===== src/rtl/cpu_constant.sv =====
// cpu_constant: constants shared by the multi-cycle controller and its helpers.
//   - register-file control encodings (RF_RRD / RF_RWT)
//   - major opcodes, ALU operation codes
//   - controller state encoding
//   - alu_decode(): funct3/funct7 -> alu_op mapping
package cpu_constant;

  // rf_ctl[0] meaning when rf_ctl[1] (enable) is set
  localparam logic RF_RRD = 1'b0;
  localparam logic RF_RWT = 1'b1;

  localparam logic [6:0] OP_R     = 7'b0110011;
  localparam logic [6:0] OP_I     = 7'b0010011;
  localparam logic [6:0] OP_LW    = 7'b0000011;
  localparam logic [6:0] OP_SW    = 7'b0100011;
  localparam logic [6:0] OP_BR    = 7'b1100011;
  localparam logic [6:0] OP_ECALL = 7'b1110011;

  localparam logic [3:0] ALU_ADD  = 4'd0;
  localparam logic [3:0] ALU_SUB  = 4'd1;
  localparam logic [3:0] ALU_SLL  = 4'd2;
  localparam logic [3:0] ALU_SLT  = 4'd3;
  localparam logic [3:0] ALU_SLTU = 4'd4;
  localparam logic [3:0] ALU_XOR  = 4'd5;
  localparam logic [3:0] ALU_SRL  = 4'd6;
  localparam logic [3:0] ALU_SRA  = 4'd7;
  localparam logic [3:0] ALU_OR   = 4'd8;
  localparam logic [3:0] ALU_AND  = 4'd9;

  typedef enum logic [2:0] {
    FETCH  = 3'd0,
    DECODE = 3'd1,
    EXEC   = 3'd2,
    MEM    = 3'd3,
    WB     = 3'd4,
    HALT   = 3'd5
  } state_e;

  // Loads/stores use ADD for address generation; branches compare via SUB.
  function automatic logic [3:0] alu_decode(input logic [6:0] opcode,
                                            input logic [2:0] funct3,
                                            input logic       funct7_b5);
    logic [3:0] op;
    op = ALU_ADD;
    if (opcode == OP_BR) begin
      op = ALU_SUB;
    end else if (opcode == OP_R || opcode == OP_I) begin
      case (funct3)
        3'b000:  op = (opcode == OP_R && funct7_b5) ? ALU_SUB : ALU_ADD;
        3'b001:  op = ALU_SLL;
        3'b010:  op = ALU_SLT;
        3'b011:  op = ALU_SLTU;
        3'b100:  op = ALU_XOR;
        3'b101:  op = funct7_b5 ? ALU_SRA : ALU_SRL;
        3'b110:  op = ALU_OR;
        default: op = ALU_AND;
      endcase
    end
    return op;
  endfunction

endpackage


===== src/rtl/mc_imm_gen.sv =====
// mc_imm_gen: combinational immediate decoder.
//   ir  in  32  instruction register
//   imm out 32  sign-extended immediate (S for stores, B for branches, I otherwise)
module mc_imm_gen
  import cpu_constant::*;
(
  input  logic [31:0] ir,
  output logic [31:0] imm
);

  // rs1/funct3 field never contributes to I/S/B immediates
  logic unused_ir;
  assign unused_ir = ^ir[19:12];

  always_comb begin
    imm = {{20{ir[31]}}, ir[31:20]};
    case (ir[6:0])
      OP_SW:   imm = {{20{ir[31]}}, ir[31:25], ir[11:7]};
      OP_BR:   imm = {{19{ir[31]}}, ir[31], ir[7], ir[30:25], ir[11:8], 1'b0};
      default: imm = {{20{ir[31]}}, ir[31:20]};
    endcase
  end

endmodule


===== src/rtl/mc_control.sv =====
// mc_control: multi-cycle fetch/decode/exec/mem/wb sequencer in front of the register file.
//   clk, rst (sync, active-high)
//   imem_req/imem_addr/imem_rdata/imem_ready : instruction fetch handshake
//   dmem_req/dmem_we/dmem_ready              : data access handshake
//   rs1/rs2/rd, rf_ctl                        : register file indices and control
//   alu_op, alu_src_imm, imm, ans_sel         : datapath controls
//   zero, neg                                 : register file flags on Ans
//   pc, halt                                  : architectural PC, sticky halt
//   cycle_cnt, instret_cnt                    : perf counters, built only with MC_PERF_CNT_EN
module mc_control
  import cpu_constant::*;
#(
  parameter logic [31:0] RESET_PC  = 32'h0000_0000,
  parameter logic [31:0] NOP_INSTR = 32'h0000_0013
) (
  input  logic        clk,
  input  logic        rst,
  output logic        imem_req,
  output logic [31:0] imem_addr,
  input  logic [31:0] imem_rdata,
  input  logic        imem_ready,
  output logic        dmem_req,
  output logic        dmem_we,
  input  logic        dmem_ready,
  output logic [4:0]  rs1,
  output logic [4:0]  rs2,
  output logic [4:0]  rd,
  output logic [1:0]  rf_ctl,
  output logic [3:0]  alu_op,
  output logic        alu_src_imm,
  output logic [31:0] imm,
  output logic        ans_sel,
  input  logic        zero,
  input  logic        neg,
  output logic [31:0] pc,
  output logic        halt,
  output logic [31:0] cycle_cnt,
  output logic [31:0] instret_cnt
);

  state_e      state_q, state_d;
  logic [31:0] pc_q, pc_d;
  logic [31:0] ir_q, ir_d;

  logic [6:0]  opcode;
  logic [2:0]  funct3;
  logic        use_imm;
  logic        br_taken;

  assign opcode    = ir_q[6:0];
  assign funct3    = ir_q[14:12];
  assign rs1       = ir_q[19:15];
  assign rs2       = ir_q[24:20];
  assign rd        = ir_q[11:7];
  assign pc        = pc_q;
  assign imem_addr = pc_q;
  assign use_imm   = (opcode == OP_I) || (opcode == OP_LW) || (opcode == OP_SW);

  mc_imm_gen u_imm_gen (
    .ir  (ir_q),
    .imm (imm)
  );

  // Flags come from a-b computed in EXEC; overflow is deliberately ignored.
  always_comb begin
    br_taken = 1'b0;
    case (funct3)
      3'b000:          br_taken = zero;
      3'b001:          br_taken = !zero;
      3'b100, 3'b110:  br_taken = neg;
      3'b101, 3'b111:  br_taken = !neg;
      default:         br_taken = 1'b0;
    endcase
  end

  always_comb begin
    state_d     = state_q;
    pc_d        = pc_q;
    ir_d        = ir_q;
    imem_req    = 1'b0;
    dmem_req    = 1'b0;
    dmem_we     = 1'b0;
    rf_ctl      = 2'b00;
    alu_op      = ALU_ADD;
    alu_src_imm = 1'b0;
    ans_sel     = 1'b0;
    halt        = 1'b0;

    unique case (state_q)
      FETCH: begin
        imem_req = 1'b1;
        if (imem_ready) begin
          ir_d    = imem_rdata;
          state_d = DECODE;
        end
      end
      DECODE: begin
        rf_ctl = {1'b1, RF_RRD};
        if (opcode == OP_R || opcode == OP_I || opcode == OP_LW ||
            opcode == OP_SW || opcode == OP_BR) begin
          state_d = EXEC;
        end else begin
          state_d = HALT;
        end
      end
      EXEC: begin
        alu_op      = alu_decode(opcode, funct3, ir_q[30]);
        alu_src_imm = use_imm;
        if (opcode == OP_BR) begin
          pc_d    = br_taken ? (pc_q + imm) : (pc_q + 32'd4);
          state_d = FETCH;
        end else if (opcode == OP_LW || opcode == OP_SW) begin
          state_d = MEM;
        end else begin
          state_d = WB;
        end
      end
      MEM: begin
        // Keep ALU controls steady so the address stays stable through wait states.
        alu_op      = alu_decode(opcode, funct3, ir_q[30]);
        alu_src_imm = use_imm;
        dmem_req    = 1'b1;
        dmem_we     = (opcode == OP_SW);
        if (dmem_ready) begin
          if (opcode == OP_SW) begin
            pc_d    = pc_q + 32'd4;
            state_d = FETCH;
          end else begin
            state_d = WB;
          end
        end
      end
      WB: begin
        alu_op      = alu_decode(opcode, funct3, ir_q[30]);
        alu_src_imm = use_imm;
        rf_ctl      = {(rd != 5'd0), RF_RWT};
        ans_sel     = (opcode == OP_LW);
        pc_d        = pc_q + 32'd4;
        state_d     = FETCH;
      end
      HALT: begin
        halt = 1'b1;
      end
      default: begin
        state_d = HALT;
      end
    endcase

    // While reset is held every request/control output reads as idle.
    if (rst) begin
      imem_req    = 1'b0;
      dmem_req    = 1'b0;
      dmem_we     = 1'b0;
      rf_ctl      = 2'b00;
      alu_op      = ALU_ADD;
      alu_src_imm = 1'b0;
      ans_sel     = 1'b0;
      halt        = 1'b0;
    end
  end

  always_ff @(posedge clk) begin
    if (rst) begin
      state_q <= FETCH;
      pc_q    <= RESET_PC;
      ir_q    <= NOP_INSTR;
    end else begin
      state_q <= state_d;
      pc_q    <= pc_d;
      ir_q    <= ir_d;
    end
  end

`ifdef MC_PERF_CNT_EN
  logic [31:0] cycle_q, instret_q;
  logic        retire;

  // An instruction retires on any return to FETCH from a later stage.
  assign retire = (state_d == FETCH) &&
                  ((state_q == EXEC) || (state_q == MEM) || (state_q == WB));

  always_ff @(posedge clk) begin
    if (rst) begin
      cycle_q   <= 32'd0;
      instret_q <= 32'd0;
    end else begin
      if (state_q != HALT) cycle_q <= cycle_q + 32'd1;
      if (retire)          instret_q <= instret_q + 32'd1;
    end
  end

  assign cycle_cnt   = cycle_q;
  assign instret_cnt = instret_q;
`else
  assign cycle_cnt   = 32'd0;
  assign instret_cnt = 32'd0;
`endif

endmodule


===== config.mk =====
export PLATFORM = sky130hd
export DESIGN_NAME = mc_control
export DESIGN_NICKNAME = d
export VERILOG_FILES = /design/src/rtl/cpu_constant.sv /design/src/rtl/mc_imm_gen.sv /design/src/rtl/mc_control.sv
export SDC_FILE = /design/constraint.sdc
export NUM_CORES = 1
export LEC_CHECK = 0
export BUFFER_PORTS_ARGS = -buffer_cell sky130_fd_sc_hd__buf_4
export CAP_MARGIN = 10
export CORE_MARGIN = 2
export CORE_UTILIZATION = 55
export CTS_CLUSTER_DIAMETER = 150
export CTS_CLUSTER_SIZE = 30
export DETAILED_ROUTE_END_ITERATION = 12
export GPL_TIMING_DRIVEN = 0
export PLACE_DENSITY_LB_ADDON = 0.1
export SYNTH_ARGS = -nofsm -noshare
export SYNTH_HDL_FRONTEND = slang
export SYNTH_SLANG_ARGS = --single-unit

===== constraint.sdc =====
create_clock -name clk -period 9 [get_ports clk]
set_input_delay 1.8 -clock clk [delete_from_list [all_inputs] [get_ports clk]]
set_output_delay 1.8 -clock clk [all_outputs]
set_load 0.05 [all_outputs]

==> flow_summary_export.csv <==
group,metric,value,unit
timing,worstMarginPinSlew,0.906,ns
worst_setup_path,cp_data_arrival_time,3.38,ns
layout,antenna_cells,0,
clocking,cts_resized,0,
place,port_buffers,159,
synth,synth-main-ff-cell,"dfxtp_1",
timing,slew_violations,0,
power,power_density,239,nW/um2
worst_setup_path,critPathCaptureType,"primary output",
floorplanning,row_count,38,
clocking,clk_latency,0.33,ns
grt,antenna_found_initial,0,
synth,avgSynthCellArea,7.29,um2
min_path,hp-class,"reg2reg",
grt,grt_usage,0.282,
worst_setup_path,path_max_fanout,10,
floorplanning,start_util,0.569,
routing,firstDrtPassIters,5,
clocking,cts_buffers,9,
timing,final_hold_viol_count,0,
routing,route.vias.total,6773,
synth,netlist_area,6250,um2
worst_setup_path,startpoint,"rst",
layout,multiInputGateArea,3920,um2
synth,ys_seq_area_frac,0.215,
clocking,cts_tree,"built",
routing,drtIter0Drc,666,
clocking,post_cts.repair.setup_buffers,0,
timing,finalClockSkew,0.00570,ns
layout,final_cell_mix,"buf_4, nand2_1, a21oi_1",
synth,synth_edf_count,0,
place,placed_cell_area,7860,um2
grt,grt_remaining_overflow,0,
timing,setup_viol,0,
floorplanning,die_w,111,um
place,gp_congestion,0.958,
worst_setup_path,rr_startpoint,"ir_q[3]",
grt,grt_max_degree,46,
synth,synth_warnings,0,
synth,async_flop_share,0,
timing,min_period,5.18,ns
power,p_leak,0.00399,uW
timing,tns,0,ns
layout,regArea,1340,um2
flow_run,maxCapViolCount,0,
clocking,root_buffer,"clkbuf_16",
clocking,cts_hold_buf,0,
run_status,run_status,"complete, no violations",
floorplanning,die_h,111,um
routing,avgRoutedWirePerCell,14.6,um
synth,ys_ff_latch,67,
routing,drt-vias-per-instance,5.48,
layout,utilization,0.745,
min_path,hp-start,"ir_q[18]",
clocking,cts_buffer_depth,2,
synth,netlist_instances,858,
worst_setup_path,worstSetupStartpointType,"primary input",
routing,drt_wl_total,18.0,mm
worst_setup_path,crit_required,7.20,ns
layout,fin_nets,1162,
floorplanning,coreArea,11000,um2
layout,layout_commonest_cell,"buf_4",
timing,fmaxAchievable,193,MHz
floorplanning,dieArea,12200,um2
timing,rsz0062_at_grt,"no",
power,ir_drop,215,uV
layout,area_growth,30.9,%
grt,grt_pass1_wl,29.2,mm
timing,slew_headroom,0.391,
clocking,clock-sinks,67,
worst_setup_path,critPathKind,"in2out",
clocking,ctsHtreeMaxLevel,3,
floorplanning,io_pins,225,
routing,drc_errors,0,
layout,design_area,8190,um2
synth,ys_types,73,
place,dp_cells,1220,
timing,fin_crit_sh,0.575,
place,dp_hpwl,13.5,mm
layout,layoutNonFillerInstCount,1236,
layout,nFillCells,944,
routing,drtAntennaViolNets,0,
clocking,clkTransAtPathRegs,0.06,ns
grt,grt_pass1_vias,6046,
layout,drive_gt1_frac,0.306,
==> final cells by class <==
| cell class | count | area share |
|---|---|---|
| plain buffers | 178 | 0.145 |
| clock buffers | 9 | 0.0275 |
| clock inverters | 7 | 0.0125 |
| inverters | 12 | 0.00550 |
| multi-input cells | 664 | 0.478 |
| flip-flops and latches | 67 | 0.164 |
| well taps | 140 | 0.0214 |
| repair buffers | 159 | 0.146 |
==> power by group <==
group | internal [uW] | switching [uW]
sequential | 349 | 85.4
clock | 244 | 139
combinational | 378 | 758
total | 972 | 982
==> cells in the mapped netlist, types with 13 or more instances <==
cell	n	area share
nand3_1	23	0.018
ha_1	32	0.064
o21ai_0	49	0.039
buf_4	137	0.16
nor3_1	23	0.018
and3_1	13	0.013
a211oi_1	14	0.017
nor2_1	42	0.025
a31oi_1	16	0.016
a21oi_1	97	0.078
clkbuf_1	35	0.021
dfxtp_1	67	0.21
nand2_1	124	0.074
a21o_1	21	0.025
==> worst max-delay path, cell delays in order <==
cell	delay, ns
clkbuf_1	0.31
clkbuf_1	0.43
clkbuf_1	0.52
nor3_1	0.10
buf_4	0.21
==> per-layer routing <==
| metal | share of wire | vias to the layer above | GRT usage |
|---|---|---|---|
| li1 | - | 3335 | - |
| met5 | 0 | - | 0 |
| met4 | 0.022 | 0 | 0.101 |
| met3 | 0.087 | 34 | 0.0637 |
| met1 | 0.42 | 3065 | 0.357 |
| met2 | 0.47 | 339 | 0.470 |
==> per-stage QoR <==
| stage | hold WS, ns | setup WS (ns) | total power [uW] |
|---|---|---|---|
| after CTS | 0.457 | 3.83 | 1940 |
| after floorplan | 0.437 | 3.36 | 1280 |
| after global placement | 0.444 | 3.84 | 1550 |
| final | 0.455 | 3.82 | 1950 |
| after detailed placement | 0.448 | 3.82 | 1560 |
| after global routing | 0.479 | 3.74 | 2060 |
==> sequential cells by signal (all words and copies together), names as in the netlist <==
register / cells
ir_q: 32
state_q: 3
imem_addr: 32
==> path summary, 6_finish.rpt <==
kind | end | slack [ns] | cells past startpoint
worst max-delay path | rf_ctl[1] | 3.82 | 5
worst min-delay path | ir_q[18] | 0.46 | 2
worst max register to register | imem_addr[31] | 4.46 | 13
worst min register to register | ir_q[18] | 0.46 | 2
==> logic make-up after synthesis <==
group / after synthesis / synth area share
simple gates: 287 / 0.225
mux: 10 / 0.0172
other cells: 1 / 0.000600
compound gates: 247 / 0.246
buf+inv: 190 / 0.197
flops: 67 / 0.215
fa+ha+maj: 33 / 0.0672
xor+xnor: 23 / 0.0322
Note: power is estimated with default switching activity, not from simulation.
